## config.mk

```make
export PLATFORM = sky130hd
export DESIGN_NAME = lif_update_engine
export DESIGN_NICKNAME = d
export VERILOG_FILES = /design/src/rtl/snn_pkg.sv /design/src/rtl/lif_neuron_alu.sv /design/src/rtl/lif_update_engine.sv
export SDC_FILE = /design/constraint.sdc
export NUM_CORES = 1
export LEC_CHECK = 0
export BUFFER_PORTS_ARGS = -buffer_cell sky130_fd_sc_hd__buf_2
export CAP_MARGIN = 20
export CELL_PAD_IN_SITES_DETAIL_PLACEMENT = 0
export CELL_PAD_IN_SITES_GLOBAL_PLACEMENT = 2
export CORE_MARGIN = 2
export CORE_UTILIZATION = 35
export CTS_BUF_LIST = sky130_fd_sc_hd__clkbuf_8
export CTS_CLUSTER_DIAMETER = 120
export DETAILED_ROUTE_END_ITERATION = 10
export PLACE_DENSITY_LB_ADDON = 0.08
export SYNTH_ARGS = -nofsm -noshare
export SYNTH_HDL_FRONTEND = slang
export SYNTH_SLANG_ARGS = --single-unit
export TNS_END_PERCENT = 5
```

## constraint.sdc

```tcl
create_clock -name clk -period 10.3 [get_ports clk]
set_input_delay 1.545 -clock clk [delete_from_list [all_inputs] [get_ports clk]]
set_output_delay 1.545 -clock clk [all_outputs]
set_load 0.05 [all_outputs]
```

## src/rtl/snn_pkg.sv

```systemverilog
// Shared widths, sweep FSM states and fixed-point helpers for the LIF update engine.
package snn_pkg;

   localparam int DATA_W = 16;
   localparam int ADDR_W = 14;

   typedef enum logic [2:0] {
      S_IDLE,
      S_READ,
      S_CALC,
      S_WRITE,
      S_DONE
   } state_t;

   function automatic logic signed [DATA_W+1:0] sext18(input logic signed [DATA_W-1:0] x);
      return $signed({{2{x[DATA_W-1]}}, x});
   endfunction

   // Clamp an 18-bit intermediate sum back into the 16-bit signed potential range.
   function automatic logic signed [DATA_W-1:0] sat18(input logic signed [DATA_W+1:0] s);
      if (s > 18'sd32767) begin
         return 16'sh7FFF;
      end else if (s < -18'sd32768) begin
         return 16'sh8000;
      end else begin
         return s[DATA_W-1:0];
      end
   endfunction

endpackage

```

## src/rtl/lif_neuron_alu.sv

```systemverilog
// Combinational per-neuron update: leak, integrate, saturate, threshold.
// Written value is V_RESET on a spike, otherwise the saturated potential.
module lif_neuron_alu
   import snn_pkg::*;
#(
   parameter int                         LEAK_SHIFT = 4,
   parameter logic signed [DATA_W-1:0]   THRESHOLD  = 16'sd4096,
   parameter logic signed [DATA_W-1:0]   V_RESET    = 16'sd0
) (
   input  logic [DATA_W-1:0] v_in,
   input  logic [DATA_W-1:0] current,
   output logic [DATA_W-1:0] wr_val,
   output logic              spike
);

   logic signed [DATA_W-1:0] v_s;
   logic signed [DATA_W-1:0] cur_s;
   logic signed [DATA_W-1:0] leak;
   logic signed [DATA_W-1:0] v_sat;
   logic signed [DATA_W+1:0] sum;

   always_comb begin
      v_s    = $signed(v_in);
      cur_s  = $signed(current);
      leak   = v_s >>> LEAK_SHIFT;
      // 18 bits holds the worst case of two full-scale operands plus the leak term.
      sum    = sext18(v_s) - sext18(leak) + sext18(cur_s);
      v_sat  = sat18(sum);
      spike  = (v_sat >= THRESHOLD);
      wr_val = spike ? V_RESET : v_sat;
   end

endmodule

```

## src/rtl/lif_update_engine.sv

```systemverilog
// Timestep sweep over the neuron-state RAM: READ, CALC, WRITE per neuron (3 cycles unstalled).
// CALC holds until an input current arrives and, on a spike, until the one-entry spike buffer is free.
module lif_update_engine
   import snn_pkg::*;
#(
   parameter int                         N_NEURONS  = 1024,
   parameter int                         LEAK_SHIFT = 4,
   parameter logic signed [DATA_W-1:0]   THRESHOLD  = 16'sd4096,
   parameter logic signed [DATA_W-1:0]   V_RESET    = 16'sd0
) (
   input  logic              clk,
   input  logic              rst,
   input  logic              start,
   output logic              busy,
   output logic              done,
   input  logic              in_valid,
   output logic              in_ready,
   input  logic [DATA_W-1:0] in_current,
   output logic [ADDR_W-1:0] ram_address,
   output logic [DATA_W-1:0] ram_d,
   output logic              ram_we,
   input  logic [DATA_W-1:0] ram_q,
   output logic              spike_valid,
   input  logic              spike_ready,
   output logic [ADDR_W-1:0] spike_idx
);

   localparam logic [ADDR_W-1:0] LAST_IDX = ADDR_W'(N_NEURONS - 1);

   state_t            state;
   logic [ADDR_W-1:0] idx;
   logic [DATA_W-1:0] v_reg;
   logic [DATA_W-1:0] alu_val;
   logic              alu_spike;
   logic              spike_drain;
   logic              advance;

   lif_neuron_alu #(
      .LEAK_SHIFT (LEAK_SHIFT),
      .THRESHOLD  (THRESHOLD),
      .V_RESET    (V_RESET)
   ) u_alu (
      .v_in    (ram_q),
      .current (in_current),
      .wr_val  (alu_val),
      .spike   (alu_spike)
   );

   assign spike_drain = spike_valid & spike_ready;
   // A spiking neuron may only leave CALC if its event has somewhere to go this cycle.
   assign advance     = (state == S_CALC) & in_valid &
                        (~alu_spike | ~spike_valid | spike_ready);

   always_ff @(posedge clk) begin
      if (rst) begin
         state       <= S_IDLE;
         idx         <= '0;
         v_reg       <= '0;
         spike_valid <= 1'b0;
         spike_idx   <= '0;
      end else begin
         if (spike_drain) begin
            spike_valid <= 1'b0;
         end
         case (state)
            S_IDLE: begin
               idx <= '0;
               if (start) begin
                  state <= S_READ;
               end
            end
            S_READ: begin
               state <= S_CALC;
            end
            S_CALC: begin
               if (advance) begin
                  v_reg <= alu_val;
                  if (alu_spike) begin
                     spike_valid <= 1'b1;
                     spike_idx   <= idx;
                  end
                  state <= S_WRITE;
               end
            end
            S_WRITE: begin
               if (idx == LAST_IDX) begin
                  state <= S_DONE;
               end else begin
                  idx   <= idx + 1'b1;
                  state <= S_READ;
               end
            end
            S_DONE: begin
               idx   <= '0;
               state <= S_IDLE;
            end
            default: begin
               state <= S_IDLE;
            end
         endcase
      end
   end

   // The address is held through CALC so the registered RAM keeps returning the same word.
   assign busy        = (state == S_READ) | (state == S_CALC) | (state == S_WRITE);
   assign done        = (state == S_DONE);
   assign in_ready    = (state == S_CALC);
   assign ram_we      = (state == S_WRITE);
   assign ram_address = idx;
   assign ram_d       = v_reg;

endmodule

```

After elaboration in Yosys (flattened, before gate mapping):

Index checks and enable logic that the tools add are counted.

* output and inout bits: 49
* bits in registers: 48

* bitwise operators: 9
* add/subtract/negate cells: 3
* muxes and demuxes: 13
* order comparisons: 3
* eq/ne operators: 8
* reductions and logical operators: 7

Operator list (number)
* 16-bit two-way mux: 3
* 14-bit case mux with 2 select lines: 1
* 17-bit by 16-bit adder with 18-bit output: 1
* 18-bit by 16-bit greater-than comparator with 1-bit output, second input constant: 1
* 18-bit by 16-bit less-than comparator with 1-bit output, second input constant: 1
* 16-bit by 12-bit subtractor with 17-bit output: 1
* 16-bit by 14-bit >= comparator with 1-bit output, second input constant: 1
* 14-bit by 1-bit adder with 14-bit output, second input constant: 1
* 14-bit by 10-bit equality test with 1-bit output, second input constant: 1
* 14-bit two-way mux: 1
* 3-bit case mux with 4 select lines: 1
* 3-bit two-way mux: 3
* 3-bit by 2-bit equality test with 1-bit output, second input constant: 2
* 2-bit AND reduction: 3
* 1-bit two-way mux: 4
* 2-bit != test, second input constant: 2
* 1-bit bitwise OR: 4
* 1-bit bitwise AND: 3
* 3-bit by 1-bit equality test with 1-bit output, second input constant: 1
* 3-bit equality test, second input constant: 1
* 3-bit zero test: 1
* 3-bit AND reduction: 1
* 2-bit by 1-bit != test with 1-bit output, second input constant: 1
* 1-bit inverter: 2
* other kinds (2): 2

Longest topological paths before layout:

Gate-level depths: netlist of run 1.

* depth in word-level cells: 12
* mapped depth: 16
* mapped depth without buffers: 15

Hierarchy:

From an unflattened synthesis of run 1, not the netlist that was laid out.

* cell total of the unflattened synthesis: 401
* area, all modules: 3405.8 um^2

Modules (own cells, without submodules)
* lif_update_engine: cells each 208, times used 1, sequential area each 960.9 um^2, area an instance 2011.9 um^2
* lif_neuron_alu: cells each 193, times used 1, sequential area each 0.0 um^2, area an instance 1393.8 um^2

Worst setup path before layout of run 1:

Ideal clock, no wire load.

* path type: input -> register
* start: input port in_current[9]
* end: register v_reg[1] (netlist: ram_d[1])
* path buffers: 1
* slack: 5751 ps
* setup time: 117 ps
* arrival: 4432 ps
* stages on the path: 14
* path through: inv_1 fa_1 inv_1 ha_1 a21oi_1 o21ai_1 or2_2 or3_2 o311a_1 a21oi_4 nand2_4 o2bb2ai_2 buf_6 a22o_1

* cells in the longest elaborated chain, start to end: 10
* elaborated cells on any way between the ends: 12

RTL lines
* start, declared: RTL line lif_update_engine.sv:18 `input logic [DATA_W-1:0] in_current,`
* 17-bit by 16-bit adder with 18-bit output *: RTL line lif_neuron_alu.sv:27 `sum = sext18(v_s) - sext18(leak) + sext18(cur_s);`
* 18-bit by 16-bit less-than comparator with 1-bit output: RTL line snn_pkg.sv:23 `end else if (s < -18'sd32768) begin`
* 16-bit two-way mux: RTL line snn_pkg.sv:23
* 16-bit two-way mux *: RTL line snn_pkg.sv:21 `if (s > 18'sd32767) begin`
* 16-bit by 14-bit >= comparator with 1-bit output: RTL line lif_neuron_alu.sv:29 `spike = (v_sat >= THRESHOLD);`
* 1-bit inverter: RTL line lif_update_engine.sv:52 `(~alu_spike | ~spike_valid | spike_ready);`
* 1-bit bitwise OR (2 in a row): RTL line lif_update_engine.sv:52
* 1-bit bitwise AND: RTL line lif_update_engine.sv:51 `assign advance = (state == S_CALC) & in_valid &`
* 2-bit AND reduction (no line)
* end signal, assigned: RTL line lif_update_engine.sv:77 `v_reg <= alu_val;`
* end, declared: RTL line lif_update_engine.sv:32 `logic [DATA_W-1:0] v_reg;`

Mark *: on every way between the ends. The rest lies on a longest branch, timed or not.
A chain may end at the register's enable or synchronous reset.

Final worst setup path of run 1:

* start: input port in_current[2]
* end: register spike_idx[1]

* cells in the longest elaborated chain, start to end: 10
* elaborated cells on any way between the ends: 11

RTL lines
* 17-bit by 16-bit adder with 18-bit output *: RTL line lif_neuron_alu.sv:27
* 18-bit by 16-bit less-than comparator with 1-bit output: RTL line snn_pkg.sv:23
* 16-bit two-way mux: RTL line snn_pkg.sv:23
* 16-bit two-way mux *: RTL line snn_pkg.sv:21
* 16-bit by 14-bit >= comparator with 1-bit output *: RTL line lif_neuron_alu.sv:29
* 1-bit inverter: RTL line lif_update_engine.sv:52
* 1-bit bitwise OR (2 in a row): RTL line lif_update_engine.sv:52
* 1-bit bitwise AND: RTL line lif_update_engine.sv:51
* 3-bit AND reduction (no line) *
* end signal, assigned: RTL line lif_update_engine.sv:80 `spike_idx <= idx;`
* end, declared: RTL line lif_update_engine.sv:25 `output logic [ADDR_W-1:0] spike_idx`

Marked as above.

==> flow_metrics.env, run 1 <==
export IMPL_status="finished clean"
export IMPL_hold_viol=0
export IMPL_worstPathMaxFanout=14
export IMPL_cts_buffers=5
export IMPL_syn_inst=401
export IMPL_dp_slack_ns=4.95
export IMPL_die_h_um=103
export IMPL_synth_nets=474
export IMPL_syn_area_per_cell_um2=8.57
export IMPL_clock_fmax_mhz=198
export IMPL_worstMarginPinSlew_ns=1.11
export IMPL_cts_clk_slew_worst_paths_ns=0.09
export IMPL_postCtsHoldBufs=0
export IMPL_ys_async_sr_fraction_pct=0
export IMPL_p_per_area_nw_per_um2=159
export IMPL_crit_path_start_kind="input port"
export IMPL_rsz0062_at_grt="false"
export IMPL_ys_seq_area_share_pct=28.0
export IMPL_htree_levels=2
export IMPL_power_leakage_uw=0.00196
export IMPL_start_util_pct=35.6
export IMPL_antenna_found_initial=0
export IMPL_area_growth_pct=20.0
export IMPL_post_cts_buffers=0
export IMPL_netlist_area_um2=3440
export IMPL_routed_via_density=4.84
export IMPL_drt_iter0_drc=86
export IMPL_root_buffer="clkbuf_8"
export IMPL_grt_max_degree=26
export IMPL_diodes=0
export IMPL_cts_sinks=48
export IMPL_slew_limit_headroom_pct=26.0
export IMPL_dieArea_um2=10600
export IMPL_coreArea_um2=9640
export IMPL_yosys_most_used_dff="dfxtp_1"
export IMPL_drive_gt1_share_pct=22.5
export IMPL_cts_tree="built"
export IMPL_crit_required_ns=10.47
export IMPL_ys_seq_elements=48
export IMPL_insertion_delay_ns=0.30
export IMPL_critPathKind="in -> reg"
export IMPL_synth_enable_flop_cells=0
export IMPL_postLayoutSetupSlackWorst_ns=5.26
export IMPL_wl_per_cell_um=13.4
export IMPL_io_pins=86
export IMPL_cap_violations=0
export IMPL_dr_pass1_iters=6
export IMPL_io_buffers=85
export IMPL_place_congestion=0.837
export IMPL_drc=0
export IMPL_overflow=0
export IMPL_routed_wl_um=8300
export IMPL_drtAntennaViolNets=0
export IMPL_hold_class="reg -> reg"
export IMPL_grt_pass1_wl_um=13600
export IMPL_num_vias=2991
export IMPL_ir_drop_v=0.0000777
export IMPL_min_period_ns=5.04
export IMPL_finClkSkew_ns=0.00910
export IMPL_grt_pass1_vias=2841
export IMPL_ys_types=61
export IMPL_post_route_period_util_pct=49.0
export IMPL_final_cell_mix="85 x buf_2, 62 x inv_1, 48 x dfxtp_1"
export IMPL_endpoint_kind="flip-flop"
export IMPL_cts_resized_gates=0
export IMPL_setup_viol=0
export IMPL_yosys_warnings=0
export IMPL_arrival_ns=5.22
export IMPL_groute_usage_overall_pct=16.1
export IMPL_num_rows=36
export IMPL_die_width_um=103
export IMPL_dp_hpwl_um=6750
export IMPL_ff2ff_setup_slack_ns=7.56
export IMPL_nets=557
export IMPL_mostFrequentLayoutCell="buf_2"
export IMPL_clockBufferDepth=2
export IMPL_fin_setup_tns_ns=0
export IMPL_finalMaxSlewViolations=0
[worst paths after layout]
path	start	cells past startpoint	end
max	in_current[2]	14	spike_idx[1]
min	ram_d[8]	1	ram_d[8]
max reg2reg	state[1]	6	spike_idx[1]
min reg2reg	ram_d[8]	1	ram_d[8]
[layer usage]
metal	vias to the layer above	GRT usage (%)	part of all wire [%]	routed length, um
li1	1527	-	-	-
met1	1390	24.6	54	4450
met2	67	23.6	41	3370
met3	7	2.78	4.9	407
met4	0	3.64	0.82	68
met5	-	0	0	0
[registers in the layout, indices dropped and copies added, names as in the netlist]
name and flops:
ram_address 14, ram_d 16, spike_idx 14, spike_valid 1, state 3
[power by group]
group | switching (uW) | leakage [uW] | internal (uW)
Clock | 65.6 | 0.0000784 | 121
Sequential | 4.61 | 0.000387 | 190
Combinational | 174 | 0.00150 | 98.7
Total | 244 | 0.00196 | 410
[cell type report]
type,count,area (um2)
inverters,62,233
well taps,133,166
fillers,1040,5520
clock inverters,3,90.1
multi-input cells,282,2180
clock buffers,5,68.8
flip-flops and latches,48,961
repair buffers,85,425
[kinds of logic after synthesis]
kind of cell,Yosys count,synth area share (%)
adders and majority gates,36,16.4
DFF,48,28.0
xor gates and xnor gates,26,6.63
buffers and inverters,71,8.59
AOI/OAI and AO/OA,86,18.1
muxes,15,4.37
and+or+nand+nor,119,18.0
[Yosys cell counts, types with 8 or more instances]
cell type / n / area share, %
o2bb2ai_1: 8 / 2.0
inv_1: 62 / 6.8
a22o_1: 8 / 2.0
dfxtp_1: 48 / 28
xor2_1: 14 / 3.6
mux2i_1: 15 / 4.4
fa_1: 15 / 8.7
o21ai_0: 14 / 2.0
nand2_1: 18 / 2.0
ha_1: 21 / 7.6
nor2_1: 39 / 4.3
nand3_1: 13 / 1.9
a21oi_1: 24 / 3.5
xnor2_1: 12 / 3.1
[critical path, cell delays in order]
cell       delay (ns)
buf_2            0.07
inv_1            0.04
fa_1             0.53
inv_1            0.04
ha_1             0.33
nor2b_1          0.20
o2111ai_1        0.25
nand3_1          0.14
and2_1           0.23
a41oi_1          0.43
a21oi_4          0.17
a21oi_2          0.89
mux2i_1          0.28
nor2_1           0.05
[metrics by stage]
stage               power [uW]  cells  hold slack (ns)  area, um2  utilization (%)
finish                     655    618            0.472       4120             42.8
global placement           475    610            0.448       3970             41.1
global route               703    618            0.503       4120             42.8
detailed placement         474    610            0.448       3970             41.1
CTS                        661    618            0.471       4120             42.8
floorplan                  412    401            0.510       3440                -
Power figures use the tool's default switching activity.
==> run 2: changes to the inputs <==
Settings changed: ABC_AREA from default to 1, CORE_UTILIZATION 35 to 30.
Clock period 10.3 ns to 5 ns, I/O delays scaled along.
==> run 2 against run 1 <==
Net effect:
- synthesized cell count is 40% higher
- via count grew 15%
- sequential cell count unchanged
- clock power increased by 27%
- hold slack got worse by 0.0071 ns
- first-iteration DRC count is 19% higher
- critical path depth up 4
- sequential share of layout area fell by 1.6 points
- critical path type unchanged
- critical endpoint is now spike_idx[2]
- largest power group unchanged
==> flow_metrics.env, run 2 <==
export IMPL_status="finished clean"
export IMPL_hold_slack_ns=0.465
export IMPL_setup_viol=0
export IMPL_finalMaxSlewViolations=0
export IMPL_netlist_area_um2=3780
export IMPL_multi_input_area_um2=2270
export IMPL_hold_class="reg -> reg"
export IMPL_postLayoutSetupSlackWorst_ns=1.44
export IMPL_wl_per_cell_um=11.4
export IMPL_dieArea_um2=13500
export IMPL_crit_cells=18
export IMPL_crit_path_top_delay_cell="fa_1"
export IMPL_final_cell_mix="122 x inv_1, 119 x nand2_1, 85 x buf_2"
export IMPL_drc=0
export IMPL_coreArea_um2=12200
export IMPL_grt_pass1_wl_um=15700
export IMPL_synth_commonest_cells="120 x inv_1, 119 x nand2_1, 59 x nor2_1"
export IMPL_critPathBufInv=5
export IMPL_area_growth_pct=17.3
export IMPL_drt_iter0_drc=102
export IMPL_post_cts_buffers=0
export IMPL_ys_types=40
export IMPL_cts_tree="built"
export IMPL_routed_via_density=4.24
export IMPL_cts_sinks=48
export IMPL_yosys_warnings=0
export IMPL_num_rows=40
export IMPL_syn_inst=562
export IMPL_ir_drop_v=0.0000953
export IMPL_finClkSkew_ns=0.00790
export IMPL_worstPathMaxFanout=30
export IMPL_mostFrequentLayoutCell="inv_1"
export IMPL_die_h_um=116
export IMPL_clock_fmax_mhz=281
export IMPL_largest_reg_flops=16
export IMPL_yosys_most_used_dff="dfxtp_1"
export IMPL_slowest_delay_ns=0.50
export IMPL_yosysMostFrequentCell="inv_1"
export IMPL_rsz0062_at_grt="false"
export IMPL_reg2reg_depth=12
export IMPL_power_leakage_uw=0.00243
export IMPL_seqCellArea_um2=961
export IMPL_ys_seq_elements=48
export IMPL_synth_area_leaders="dfxtp_1 25%, inv_1 12%, nand2_1 12%"
export IMPL_dp_slack_ns=1.06
export IMPL_num_vias=3436
export IMPL_drive_gt1_share_pct=21.2
export IMPL_root_buffer="clkbuf_8"
export IMPL_io_buffers=85
export IMPL_fillers=1396
export IMPL_groute_usage_overall_pct=14.7
export IMPL_p_total_uw=1300
export IMPL_slew_limit_headroom_pct=48.7
export IMPL_clockBufferDepth=2
export IMPL_drtAntennaViolNets=0
export IMPL_htree_levels=2
export IMPL_synth_nets=635
export IMPL_synth_top_area_share_pct=25.4
export IMPL_io_pins=86
export IMPL_overflow=0
export IMPL_syn_area_per_cell_um2=6.72
export IMPL_critPathKind="in -> reg"
export IMPL_crit_required_ns=5.20
export IMPL_min_period_ns=3.56
export IMPL_cap_violations=0
export IMPL_crit_path_start_kind="input port"
export IMPL_place_congestion=0.774
export IMPL_synth_enable_flop_cells=0
export IMPL_routed_wl_um=9230
export IMPL_cts_clk_slew_worst_paths_ns=0.08
export IMPL_grt_pass1_vias=3343
export IMPL_dp_hpwl_um=7820
export IMPL_start_util_pct=31.1
export IMPL_dr_pass1_iters=4
export IMPL_hold_viol=0
export IMPL_fin_setup_tns_ns=0
export IMPL_crit_path_cell_trace="buf_2, inv_1, fa_1, inv_1, ha_1, a21oi_1, o21bai_1, a21oi_1, nand3_2, nand2_4, inv_4, nand2_2, nand4_4, nand4_2, buf_4, nand2_1, nand2_1, nor2_1"
export IMPL_post_route_period_util_pct=71.1
export IMPL_nets=715
export IMPL_ys_async_sr_fraction_pct=0
export IMPL_hold_depth=2
export IMPL_cts_buffers=5
export IMPL_worstMarginPinSlew_ns=0.769
export IMPL_cts_resized_gates=0
export IMPL_postCtsHoldBufs=0
export IMPL_antenna_found_initial=0
export IMPL_die_width_um=116
export IMPL_endpoint_kind="flip-flop"
export IMPL_final_util_pct=36.4
export IMPL_p_per_area_nw_per_um2=293
export IMPL_grt_max_degree=31
export IMPL_insertion_delay_ns=0.31
export IMPL_synth_top_cell_by_area="dfxtp_1"
export IMPL_ys_seq_area_share_pct=25.4
export IMPL_diodes=0
export IMPL_crit_family="simple AND/OR/NAND/NOR gates"
export IMPL_arrival_ns=3.76
==> run 2: cell type report <==
| type | count | share of cell area, % |
|---|---|---|
| clock buffers | 6 | 1.86 |
| inverters | 125 | 10.6 |
| multi-input cells | 376 | 51.1 |
| flip-flops and latches | 48 | 21.7 |
| clock inverters | 2 | 0.169 |
| repair buffers | 86 | 9.77 |
| well taps | 168 | 4.74 |
==> run 2: power breakdown <==
group | switching (uW) | leakage (uW) | total (uW) | internal (uW)
Sequential | 12.4 | 0.000388 | 413 | 400
Combinational | 437 | 0.00199 | 650 | 213
Clock | 128 | 0.0000538 | 237 | 109
Total | 577 | 0.00243 | 1300 | 722
==> run 2: per-stage QoR <==
step	instances	instance area (um2)
floorplan	562	3780
global placement	803	4340
detailed placement	803	4340
CTS	811	4430
global route	811	4430
finish	811	4430
==> run 2: layer usage <==
metal	share of wire (%)	track usage [%]
met1	45	18.2
met2	50	26.5
met3	3.4	1.87
met4	1.3	4.29
met5	0	0
==> run 2: cell families after synthesis <==
kind of cell | after synthesis | share of synthesized area (%)
compound gates | 71 | 11.1
xor+xnor | 14 | 3.25
fa+ha+maj | 36 | 14.9
buf+inv | 138 | 14.6
flops | 48 | 25.4
simple gates | 255 | 30.7
==> run 2: path summary, 6_finish.rpt <==
path / startpoint / endpoint / slack (ns)
worst min-delay path: ram_d[4] / ram_d[4] / 0.46
worst max-delay path: ram_q[10] / spike_idx[2] / 1.44
worst max register to register: ram_address[0] / ram_address[13] / 2.58
worst min register to register: ram_d[4] / ram_d[4] / 0.46
==> run 2: worst register-to-register path, stage by stage (launching register included) <==
cell	delay, ns
dfxtp_1	0.35
ha_1	0.27
nand3_1	0.10
nor2_1	0.06
nand3_1	0.14
and2_1	0.31
nand2_1	0.15
nor3_1	0.41
nand3_1	0.16
inv_1	0.10
nand2_1	0.07
o21ai_0	0.15
a21oi_1	0.05
==> run 3: changes to the inputs <==
Settings changed: ABC_AREA 1 to 0, CORE_UTILIZATION 30 to 32.
Clock period 5 ns to 3.6 ns, I/O delays scaled along.
==> run 3 against run 2 <==
Net effect:
- hold slack gained 0.0053 ns
- critical path depth shrank 4
- non-clock buffer count grew 45
- wire length shrank 5.1%
- clock power grew 40%
- clock skew grew 0.0066 ns
- cell count shrank 18%
- sequential share of layout area shrank 0.25 points
- design area grew 1.2%
- highest routed layer unchanged
==> flow_metrics.env, run 3 (same netlist as run 1, synthesis figures left out) <==
export IMPL_status="finished clean"
export IMPL_cts_clk_slew_worst_paths_ns=0.09
export IMPL_die_width_um=108
export IMPL_grt_pass1_wl_um=14400
export IMPL_num_vias=3141
export IMPL_drc=0
export IMPL_drtAntennaViolNets=0
export IMPL_grt_pass1_vias=2987
export IMPL_root_buffer="clkbuf_8"
export IMPL_slowest_delay_ns=0.53
export IMPL_coreArea_um2=10400
export IMPL_start_util_pct=33.1
export IMPL_crit_path_start_kind="input port"
export IMPL_routed_wl_um=8760
export IMPL_drive_gt1_share_pct=30.3
export IMPL_crit_path_cell_trace="buf_2, inv_1, fa_1, inv_1, ha_1, nor2b_2, o2111ai_1, nand3_1, and2_1, o311a_1, a21oi_4, nand2_4, a21bo_2, a2111oi_4"
export IMPL_hold_viol=0
export IMPL_dp_hpwl_um=7130
export IMPL_post_route_period_util_pct=96.0
export IMPL_setup_viol=0
export IMPL_routed_via_density=4.70
export IMPL_min_period_ns=3.46
export IMPL_slew_limit_headroom_pct=57.7
export IMPL_crit_cells=14
export IMPL_io_buffers=85
export IMPL_finClkSkew_ns=0.0145
export IMPL_ir_drop_v=0.000163
export IMPL_dieArea_um2=11600
export IMPL_place_congestion=0.789
export IMPL_dr_pass1_iters=4
export IMPL_cts_sinks=48
export IMPL_io_pins=86
export IMPL_fillers=1140
export IMPL_crit_family="compound AO/OA/AOI/OAI gates"
export IMPL_groute_usage_overall_pct=15.3
export IMPL_finalMaxSlewViolations=0
export IMPL_diodes=0
export IMPL_insertion_delay_ns=0.30
export IMPL_clock_fmax_mhz=289
export IMPL_worstMarginPinSlew_ns=0.635
export IMPL_power_leakage_uw=0.00218
export IMPL_reg2reg_depth=9
export IMPL_worstPathMaxFanout=5
export IMPL_die_h_um=108
export IMPL_hold_slack_ns=0.470
export IMPL_antenna_found_initial=0
export IMPL_hold_class="reg -> reg"
export IMPL_hold_depth=1
export IMPL_cap_violations=0
export IMPL_htree_levels=2
export IMPL_cts_buffers=5
export IMPL_fin_setup_tns_ns=0
export IMPL_wl_per_cell_um=13.1
export IMPL_critPathBufInv=3
export IMPL_grt_max_degree=26
export IMPL_p_per_area_nw_per_um2=416
export IMPL_crit_path_top_delay_cell="fa_1"
export IMPL_postCtsHoldBufs=0
export IMPL_largest_reg_flops=16
export IMPL_endpoint_kind="flip-flop"
export IMPL_path_common_cell="inv_1"
export IMPL_drt_iter0_drc=95
export IMPL_overflow=0
export IMPL_final_cell_mix="85 x buf_2, 63 x inv_1, 48 x dfxtp_1"
export IMPL_critPathKind="in -> reg"
export IMPL_cts_tree="built"
export IMPL_crit_required_ns=3.81
export IMPL_nets=604
export IMPL_mostFrequentLayoutCell="buf_2"
export IMPL_arrival_ns=3.66
export IMPL_clockBufferDepth=2
export IMPL_num_rows=37
export IMPL_area_growth_pct=30.5
[run 3: final cells by class]
cell class	instances	area, um2	area share (%)
clock inverter	2	11.3	0.251
multi-input combinational	283	2240	50.0
tap	136	170	3.80
sequential	48	961	21.4
inverter	62	233	5.19
clock buffer	6	82.6	1.84
timing repair buffer	131	783	17.5
[run 3: per-layer routing]
layer  vias to the layer above  track usage (%)  part of all wire (%)
met3                         4             2.78                   3.5
met5                         -                0                     0
met1                      1460             23.3                    54
met4                         0             1.92                  0.29
li1                       1623                -                     -
met2                        54             23.1                    42
[run 3: final timing paths]
| path | slack [ns] | from | endpoint |
|---|---|---|---|
| max reg2reg | 1.17 | ram_address[3] | ram_address[9] |
| min | 0.47 | ram_d[9] | ram_d[9] |
| min reg2reg | 0.47 | ram_d[9] | ram_d[9] |
| max | 0.14 | in_current[2] | state[0] |
[run 3: where the power goes]
part	switching [uW]	internal (uW)	leakage [uW]
clock	178	154	0.0000486
sequential	12.9	544	0.000387
combinational	549	428	0.00174
total	739	1130	0.00218
[run 3: timing repair]
item | CTS | global route
endpoints found under the hold margin | 0 | 0
gates resized for setup | 0 | 9
setup endpoints to repair | 0 | 30
buffers inserted | 0 | 2
[run 3: worst register-to-register path, delay by kind of cell (launching register included)]
| kind | cells | cell delay (ns) |
|---|---|---|
| flip-flops | 1 | 0.47 |
| AND/OR/NAND/NOR | 8 | 1.74 |
| XOR/XNOR | 1 | 0.12 |
[run 3: per-stage QoR]
step | util, % | worst slack (ns) | cell area, um2 | power, uW | std cells
after floorplan | - | 0.0562 | 3440 | 1180 | 401
after global placement | 41.6 | -0.126 | 4310 | 1510 | 657
after detailed placement | 41.6 | -0.260 | 4310 | 1510 | 657
after CTS | 42.5 | 0.0700 | 4410 | 1850 | 665
after global routing | 43.2 | -0.0215 | 4480 | 2010 | 668
final | 43.2 | 0.144 | 4480 | 1870 | 668
